### config.mk
export PLATFORM = sky130hd
export DESIGN_NAME = lcd_bus_receiver_flat
export DESIGN_NICKNAME = d
export VERILOG_FILES = /design/src/rtl/lcd_bus_receiver_if.sv /design/src/rtl/lcd_bus_receiver.sv /design/src/flat_wrapper.sv
export SDC_FILE = /design/constraint.sdc
export NUM_CORES = 1
export LEC_CHECK = 0
export ABC_AREA = 1
export BUFFER_PORTS_ARGS = -buffer_cell sky130_fd_sc_hd__buf_2
export CORE_MARGIN = 2
export CORE_UTILIZATION = 56
export CTS_CLUSTER_DIAMETER = 200
export CTS_CLUSTER_SIZE = 28
export DETAILED_ROUTE_END_ITERATION = 8
export PLACE_DENSITY = 0.81
export SYNTH_ARGS = -nofsm -noshare
export SYNTH_HDL_FRONTEND = slang
export SYNTH_SLANG_ARGS = --single-unit
### constraint.sdc
create_clock -name clk -period 1.8 [get_ports clk]
set_input_delay 0.45 -clock clk [delete_from_list [all_inputs] [get_ports clk]]
set_output_delay 0.45 -clock clk [all_outputs]
set_load 0.01 [all_outputs]
### src/rtl/lcd_bus_receiver_if.sv
// lcd_bus_receiver_if: 4-bit HD44780-style character LCD bus.
// The master drives the strobe and nibble lines. The slave observes them.
interface lcd_bus_receiver_if;
   logic [11:8] SF_D;
   logic        LCD_RS;
   logic        LCD_RW;
   logic        LCD_EN;

   modport master (output SF_D, output LCD_RS, output LCD_RW, output LCD_EN);
   modport slave  (input  SF_D, input  LCD_RS, input  LCD_RW, input  LCD_EN);
endinterface

### src/rtl/lcd_bus_receiver.sv
// lcd_bus_receiver: responder-side monitor for the 4-bit character LCD bus.
// Nibbles are latched on LCD_EN falling edges. The module tracks the power-on
// 3,3,3,2 init sequence, rebuilds bytes, classifies them as command or data,
// and follows the DDRAM address. Protocol errors are always flagged.
// Optional feature macro: LCDRX_TIMING_CHECK_EN. When it is defined, gap and
// EN-width timing checks drive busy and timing_err. When it is undefined, both
// outputs are tied 0 and the timers are not built.
module lcd_bus_receiver #(
   parameter int EN_MIN_CYC  = 12,
   parameter int NIB_GAP_CYC = 50,
   parameter int CMD_GAP_CYC = 2000,
   parameter int CLR_GAP_CYC = 82000
) (
   input  logic                 clk,
   input  logic                 reset,
   lcd_bus_receiver_if.slave    bus,
   output logic                 byte_valid,
   output logic [7:0]           byte_data,
   output logic                 byte_is_data,
   output logic [6:0]           ddram_addr,
   output logic                 init_done,
   output logic                 busy,
   output logic                 proto_err,
   output logic                 timing_err
);

   typedef enum logic [2:0] {INIT3_A, INIT3_B, INIT3_C, INIT2, HI, LO} state_t;

   state_t      state;
   state_t      state_next;
   logic        en_q;
   logic        en_fall;
   logic        write_fall;
   logic [3:0]  nib;
   logic [3:0]  hi_nib;
   logic        hi_rs;
   logic [7:0]  new_byte;
   logic        is_clear;
   logic [6:0]  addr_next;

   logic        init_nibble;
   logic        init_enter;
   logic        hi_take;
   logic        byte_done;
   logic        proto_set;

   assign nib        = bus.SF_D;
   assign en_fall    = en_q & ~bus.LCD_EN;
   assign write_fall = en_fall & ~bus.LCD_RW;
   assign new_byte   = {hi_nib, nib};
   assign is_clear   = (new_byte == 8'h01) || (new_byte == 8'h02) || (new_byte == 8'h03);

   // State register and the one-cycle EN copy used for edge detection
   always_ff @(posedge clk or negedge reset) begin
      if (!reset) begin
         state <= INIT3_A;
         en_q  <= 1'b0;
      end else begin
         state <= state_next;
         en_q  <= bus.LCD_EN;
      end
   end

   // Next state: only write strobes move the machine, read strobes are ignored
   always_comb begin
      state_next = state;
      if (write_fall) begin
         case (state)
            INIT3_A: state_next = (nib == 4'h3) ? INIT3_B : INIT3_A;
            INIT3_B: state_next = (nib == 4'h3) ? INIT3_C : INIT3_A;
            INIT3_C: state_next = (nib == 4'h3) ? INIT2   : INIT3_A;
            INIT2:   state_next = (nib == 4'h2) ? HI      : INIT3_A;
            HI:      state_next = LO;
            LO:      state_next = HI;
            default: state_next = INIT3_A;
         endcase
      end
   end

   // Per-strobe decode: which action this EN fall triggers and whether it breaks protocol
   always_comb begin
      init_nibble = 1'b0;
      init_enter  = 1'b0;
      hi_take     = 1'b0;
      byte_done   = 1'b0;
      proto_set   = 1'b0;
      if (en_fall && bus.LCD_RW) begin
         proto_set = 1'b1;
      end else if (write_fall) begin
         case (state)
            INIT3_A, INIT3_B, INIT3_C: init_nibble = 1'b1;
            INIT2: begin
               init_nibble = 1'b1;
               if (nib == 4'h2) init_enter = 1'b1;
               else             proto_set  = 1'b1;
            end
            HI: hi_take = 1'b1;
            LO: begin
               byte_done = 1'b1;
               if (bus.LCD_RS != hi_rs) proto_set = 1'b1;
            end
            default: ;
         endcase
      end
   end

   // DDRAM address after the byte being completed; data wraps line 1 to line 2 and back
   always_comb begin
      addr_next = ddram_addr;
      if (hi_rs) begin
         if (ddram_addr == 7'h27)      addr_next = 7'h40;
         else if (ddram_addr == 7'h67) addr_next = 7'h00;
         else                          addr_next = ddram_addr + 7'd1;
      end else if (new_byte[7]) begin
         addr_next = new_byte[6:0];
      end else if (is_clear) begin
         addr_next = 7'h00;
      end
   end

   // Byte assembly, address tracking and sticky protocol flag
   always_ff @(posedge clk or negedge reset) begin
      if (!reset) begin
         byte_valid   <= 1'b0;
         byte_data    <= 8'h00;
         byte_is_data <= 1'b0;
         ddram_addr   <= 7'h00;
         init_done    <= 1'b0;
         proto_err    <= 1'b0;
         hi_nib       <= 4'h0;
         hi_rs        <= 1'b0;
      end else begin
         byte_valid <= byte_done;
         if (hi_take) begin
            hi_nib <= nib;
            hi_rs  <= bus.LCD_RS;
         end
         if (byte_done) begin
            byte_data    <= new_byte;
            byte_is_data <= hi_rs;
            ddram_addr   <= addr_next;
         end
         if (init_enter) init_done <= 1'b1;
         if (proto_set)  proto_err <= 1'b1;
      end
   end

`ifdef LCDRX_TIMING_CHECK_EN
   localparam int TW = $clog2(CLR_GAP_CYC + 1);
   localparam int EW = $clog2(EN_MIN_CYC + 1);

   logic [TW-1:0] gap_timer;
   logic [EW-1:0] en_width;
   logic [3:0]    sfd_q;
   logic          rs_q;
   logic          en_rise;
   logic          gap_viol;
   logic          width_viol;
   logic          hold_viol;

   assign en_rise    = bus.LCD_EN & ~en_q;
   assign busy       = (gap_timer != '0);
   // A rise in the cycle the timer steps from 1 to 0 counts as on time.
   assign gap_viol   = en_rise && (gap_timer > TW'(1));
   assign width_viol = en_fall && (en_width < EW'(EN_MIN_CYC - 1));
   assign hold_viol  = bus.LCD_EN && en_q && ((nib != sfd_q) || (bus.LCD_RS != rs_q));

   // Gap timer: reloaded by each accepted nibble, otherwise counts down to 0 and holds
   always_ff @(posedge clk or negedge reset) begin
      if (!reset) begin
         gap_timer <= '0;
      end else if (byte_done) begin
         gap_timer <= is_clear ? TW'(CLR_GAP_CYC) : TW'(CMD_GAP_CYC);
      end else if (hi_take) begin
         gap_timer <= TW'(NIB_GAP_CYC);
      end else if (init_nibble) begin
         gap_timer <= TW'(CMD_GAP_CYC);
      end else if (gap_timer != '0) begin
         gap_timer <= gap_timer - 1'b1;
      end
   end

   // EN high-width counter plus the bus copies used to spot changes mid-strobe
   always_ff @(posedge clk or negedge reset) begin
      if (!reset) begin
         en_width <= '0;
         sfd_q    <= 4'h0;
         rs_q     <= 1'b0;
      end else begin
         sfd_q <= nib;
         rs_q  <= bus.LCD_RS;
         if (en_rise)
            en_width <= '0;
         else if (bus.LCD_EN && (en_width != EW'(EN_MIN_CYC)))
            en_width <= en_width + 1'b1;
      end
   end

   // Sticky timing flag
   always_ff @(posedge clk or negedge reset) begin
      if (!reset)
         timing_err <= 1'b0;
      else if (gap_viol || width_viol || hold_viol)
         timing_err <= 1'b1;
   end
`else
   // Timing parameters and the init-load strobe only matter to the timing checks.
   logic unused_timing;
   assign unused_timing = init_nibble ^
                          ((EN_MIN_CYC + NIB_GAP_CYC + CMD_GAP_CYC + CLR_GAP_CYC) != 0);
   assign busy       = 1'b0;
   assign timing_err = 1'b0;
`endif

endmodule
### src/flat_wrapper.sv
// flat-port wrapper written by rule: the top's interface ports become plain ports
module lcd_bus_receiver_flat 
#(
   parameter int EN_MIN_CYC  = 12,
   parameter int NIB_GAP_CYC = 50,
   parameter int CMD_GAP_CYC = 2000,
   parameter int CLR_GAP_CYC = 82000
)
  (clk, reset, byte_valid, byte_data, byte_is_data, ddram_addr, init_done, busy, proto_err, timing_err, bus_SF_D, bus_LCD_RS, bus_LCD_RW, bus_LCD_EN);
  lcd_bus_receiver_if bus_i ();
  input  logic clk;
  input  logic reset;
  output logic byte_valid;
  output logic [7:0] byte_data;
  output logic byte_is_data;
  output logic [6:0] ddram_addr;
  output logic init_done;
  output logic busy;
  output logic proto_err;
  output logic timing_err;
  input wire logic [$bits(bus_i.SF_D)-1:0] bus_SF_D;
  input wire logic [$bits(bus_i.LCD_RS)-1:0] bus_LCD_RS;
  input wire logic [$bits(bus_i.LCD_RW)-1:0] bus_LCD_RW;
  input wire logic [$bits(bus_i.LCD_EN)-1:0] bus_LCD_EN;
  assign bus_i.SF_D = bus_SF_D;
  assign bus_i.LCD_RS = bus_LCD_RS;
  assign bus_i.LCD_RW = bus_LCD_RW;
  assign bus_i.LCD_EN = bus_LCD_EN;
  lcd_bus_receiver #(.EN_MIN_CYC(EN_MIN_CYC), .NIB_GAP_CYC(NIB_GAP_CYC), .CMD_GAP_CYC(CMD_GAP_CYC), .CLR_GAP_CYC(CLR_GAP_CYC)) u_core (.clk(clk), .reset(reset), .bus(bus_i), .byte_valid(byte_valid), .byte_data(byte_data), .byte_is_data(byte_is_data), .ddram_addr(ddram_addr), .init_done(init_done), .busy(busy), .proto_err(proto_err), .timing_err(timing_err));
endmodule
==> results.txt <==
Critical Path End Type: output port
Async SR Flop Fraction: 100%
Synth area leader: dfrtp_1
Max cap viols: 0
Peak VDD IR: 0.000853 V
DR vias/cell: 5.34
Syn Area/Cell: 7.96 um^2
XOR/XNOR Fraction of Synth Area: 1.22%
Post-DRT Antenna Nets: 0
Starting Density: 58.4%
Ratio of cells with drive above 1 in the final layout: 22.1%
Clk Latency, worst-skew pair: 0.33 ns
Initial antenna violation count: 0
Worst min path class: in2async
Vias in the first global route: 1184
Post-synthesis cell count: 180
Compound-cell area share of the yosys netlist: 10.2%
Antenna Cells: 0
Minimum clock period: 1.41 ns
Layout Skew: 0.00296 ns
Clk pin slew, worst setup/hold paths: 0.15 ns
End of the worst register-to-register path: u_core.ddram_addr[0]
1st-iter DRT viols: 18
Post-synthesis adder-cell area fraction: 0.873%
CTS max path bufs: 2
Fmax: 0.710 GHz
Status: finished, final reports clean
Unrepaired setup endpoints after global routing: false
Crit-path leading delay family: flip-flops
Post-CTS sizing: 0
P_leak: 0.914 nW
FP Rows: 18
Yosys reg bits: 28
Wire per inst: 13.0 um
Crit-path cells: buf_2
CP arrival: 0.96 ns
Vias: 1272
Slew Limit Fails: 0
Worst reg-to-reg path cell count: 7
Post-synthesis mux area share: 0%
HPWL reported at the end of detailed placement: 2.37 mm
Final period util: 78.3%
Final TNS setup: 0 ns
Area grow syn2layout: 14.1%
Simple-Gate Fraction of Synth Area: 31.5%
DIE AREA: 2980 um^2
Worst Max-Slew Pin Slew: 0.612 ns
Synth unique cells: 25
DRT Wirelength: 3.10 mm
Final hold viol count: 0
GRT overflow: 0
Cell area after layout: 1630 um^2
Clk root buf: clkbuf_4
Critical path buffers and inverters: 1
DIE HEIGHT: 54.6 um
Slowest CP cell: dfrtp_1
CTS H-tree lvls: 1
Post-synthesis sequential area ratio: 48.9%
Core area: 2450 um^2
Inserted Clock Buffers: 3
Post-synth EDFFs: 0
Synth top area cells: dfrtp_1, nand2_1, o21ai_0
Drt first pass iters: 4
Worst R2R Start: u_core.state[2]
PwrDens: 1310 nW/um^2
Final core utilization: 66.6%
Flop2flop setup slack: 0.42 ns
Delay of the slowest cell on the worst path: 0.47 ns
Critical Path RT: 1.35 ns
Largest family of logic cells by synthesized area: simple AND/OR/NAND/NOR gates
CTS Hold Buffers Added: 0
Worst setup SP type: flip-flop
CTS tree: built
First-pass GRT wire length: 5.06 mm
Post-synth top area share: 48.9%
Clock sinks: 28
Die width: 54.6 um
Synth Flop Type: dfrtp_1
Maximum net fanout on the critical path: 5
# port buffers: 27
Tot GR Track Use: 24.2%
Critical path class: reg2out
GP Congestion: 0.835
Ys Warns: 0
Postcts setup bufs: 0
Placed Area: 1580 um^2
Nets: 219
Cell area after synthesis: 1430 um^2
DRC viols: 0
I/O Pins: 30
Pin count of the biggest net entering global routing: 29
Worst rel slew slack: 59.2%
Setup Viol. Count Final: 0
[cell families after synthesis]
kind of cell / Yosys count
XOR/XNOR: 2
flip-flops: 28
other: 1
AND/OR/NAND/NOR: 102
AO/OA/AOI/OAI: 23
buffers and inverters: 23
adder cells (fa/ha/maj): 1
[power by group]
part,internal [W],switching [W]
Sequential,0.000818,0.000186
Clock,0.000225,0.000183
Combinational,0.000272,0.000455
[worst max path at each step]
| stage | start | to | slack, ns | cells after the start |
|---|---|---|---|---|
| after floorplan | bus_LCD_EN | u_core.byte_is_data | 0.57 | 7 |
| after global placement | bus_LCD_EN | u_core.ddram_addr[1] | 0.32 | 9 |
| after detailed placement | bus_LCD_EN | u_core.ddram_addr[3] | 0.27 | 9 |
| after CTS | u_core.ddram_addr[4] | ddram_addr[4] | 0.39 | 1 |
| after global routing | u_core.state[0] | u_core.ddram_addr[0] | 0.32 | 7 |
| final | u_core.ddram_addr[4] | ddram_addr[4] | 0.39 | 1 |
[area by class of cell]
cell class | instances | area (um^2)
clock buffers | 3 | 22.5
clock inverters | 1 | 30.0
fillers | 217 | 821
inverters | 19 | 72.6
multi-input cells | 130 | 636
flip-flops and latches | 28 | 701
well taps | 30 | 37.5
repair buffers | 27 | 135
[placed cells by master (no fill, tap or decap), types with 2 or more instances in the layout]
cell type	instances
nand2_2	2
buf_2	27
o21ai_0	13
clkbuf_4	3
inv_2	2
inv_1	16
nand3_1	12
dfrtp_1	28
xor2_1	2
o21ai_2	5
conb_1	2
nor2_1	10
nor3_1	2
nand2_1	70
a21oi_1	3
[stage by stage]
step	std cells	total power [W]	hold WS [ns]	worst slack [ns]
finish	238	0.00214	0.105	0.391
global route	238	0.00229	0.134	0.316
CTS	238	0.00215	0.125	0.392
detailed placement	234	0.00174	0.446	0.266
global placement	234	0.00170	0.444	0.322
floorplan	181	0.00149	0.154	0.575
[worst reg2reg max path, cell delays in order (launching register included)]
cell and delay [ns]:
dfrtp_1 0.48, nand2_2 0.12, nor2_4 0.05, nand2_4 0.20, clkinv_2 0.15, nand2_2 0.16
nand2_1 0.09, nand2_1 0.08
[sequential cells by signal, indices dropped and copies added, names as in the netlist]
signal / count
u_core.state: 3
u_core.hi_nib: 4
u_core.hi_rs: 1
u_core.byte_valid: 1
u_core.byte_data: 8
u_core.ddram_addr: 7
u_core.proto_err: 1
u_core.en_q: 1
u_core.byte_is_data: 1
u_core.init_done: 1
[Yosys cell counts, types with 3 or more instances]
cell / number
a21oi_1: 3
buf_4: 3
dfrtp_1: 28
inv_1: 16
nand2_1: 70
nand3_1: 12
nor2_1: 10
o21ai_0: 13
o21ai_2: 5
[routing by layer]
layer | part of all wire (%) | routed length [um] | global-route usage (%) | up-vias
li1 | - | - | - | 617
met1 | 42 | 1300 | 29.8 | 591
met2 | 50 | 1540 | 40.3 | 49
met3 | 4.9 | 151 | 3.83 | 15
met4 | 3.7 | 115 | 13.3 | 0
met5 | 0 | 0 | 0 | -
(Power assumes the default switching activity.)
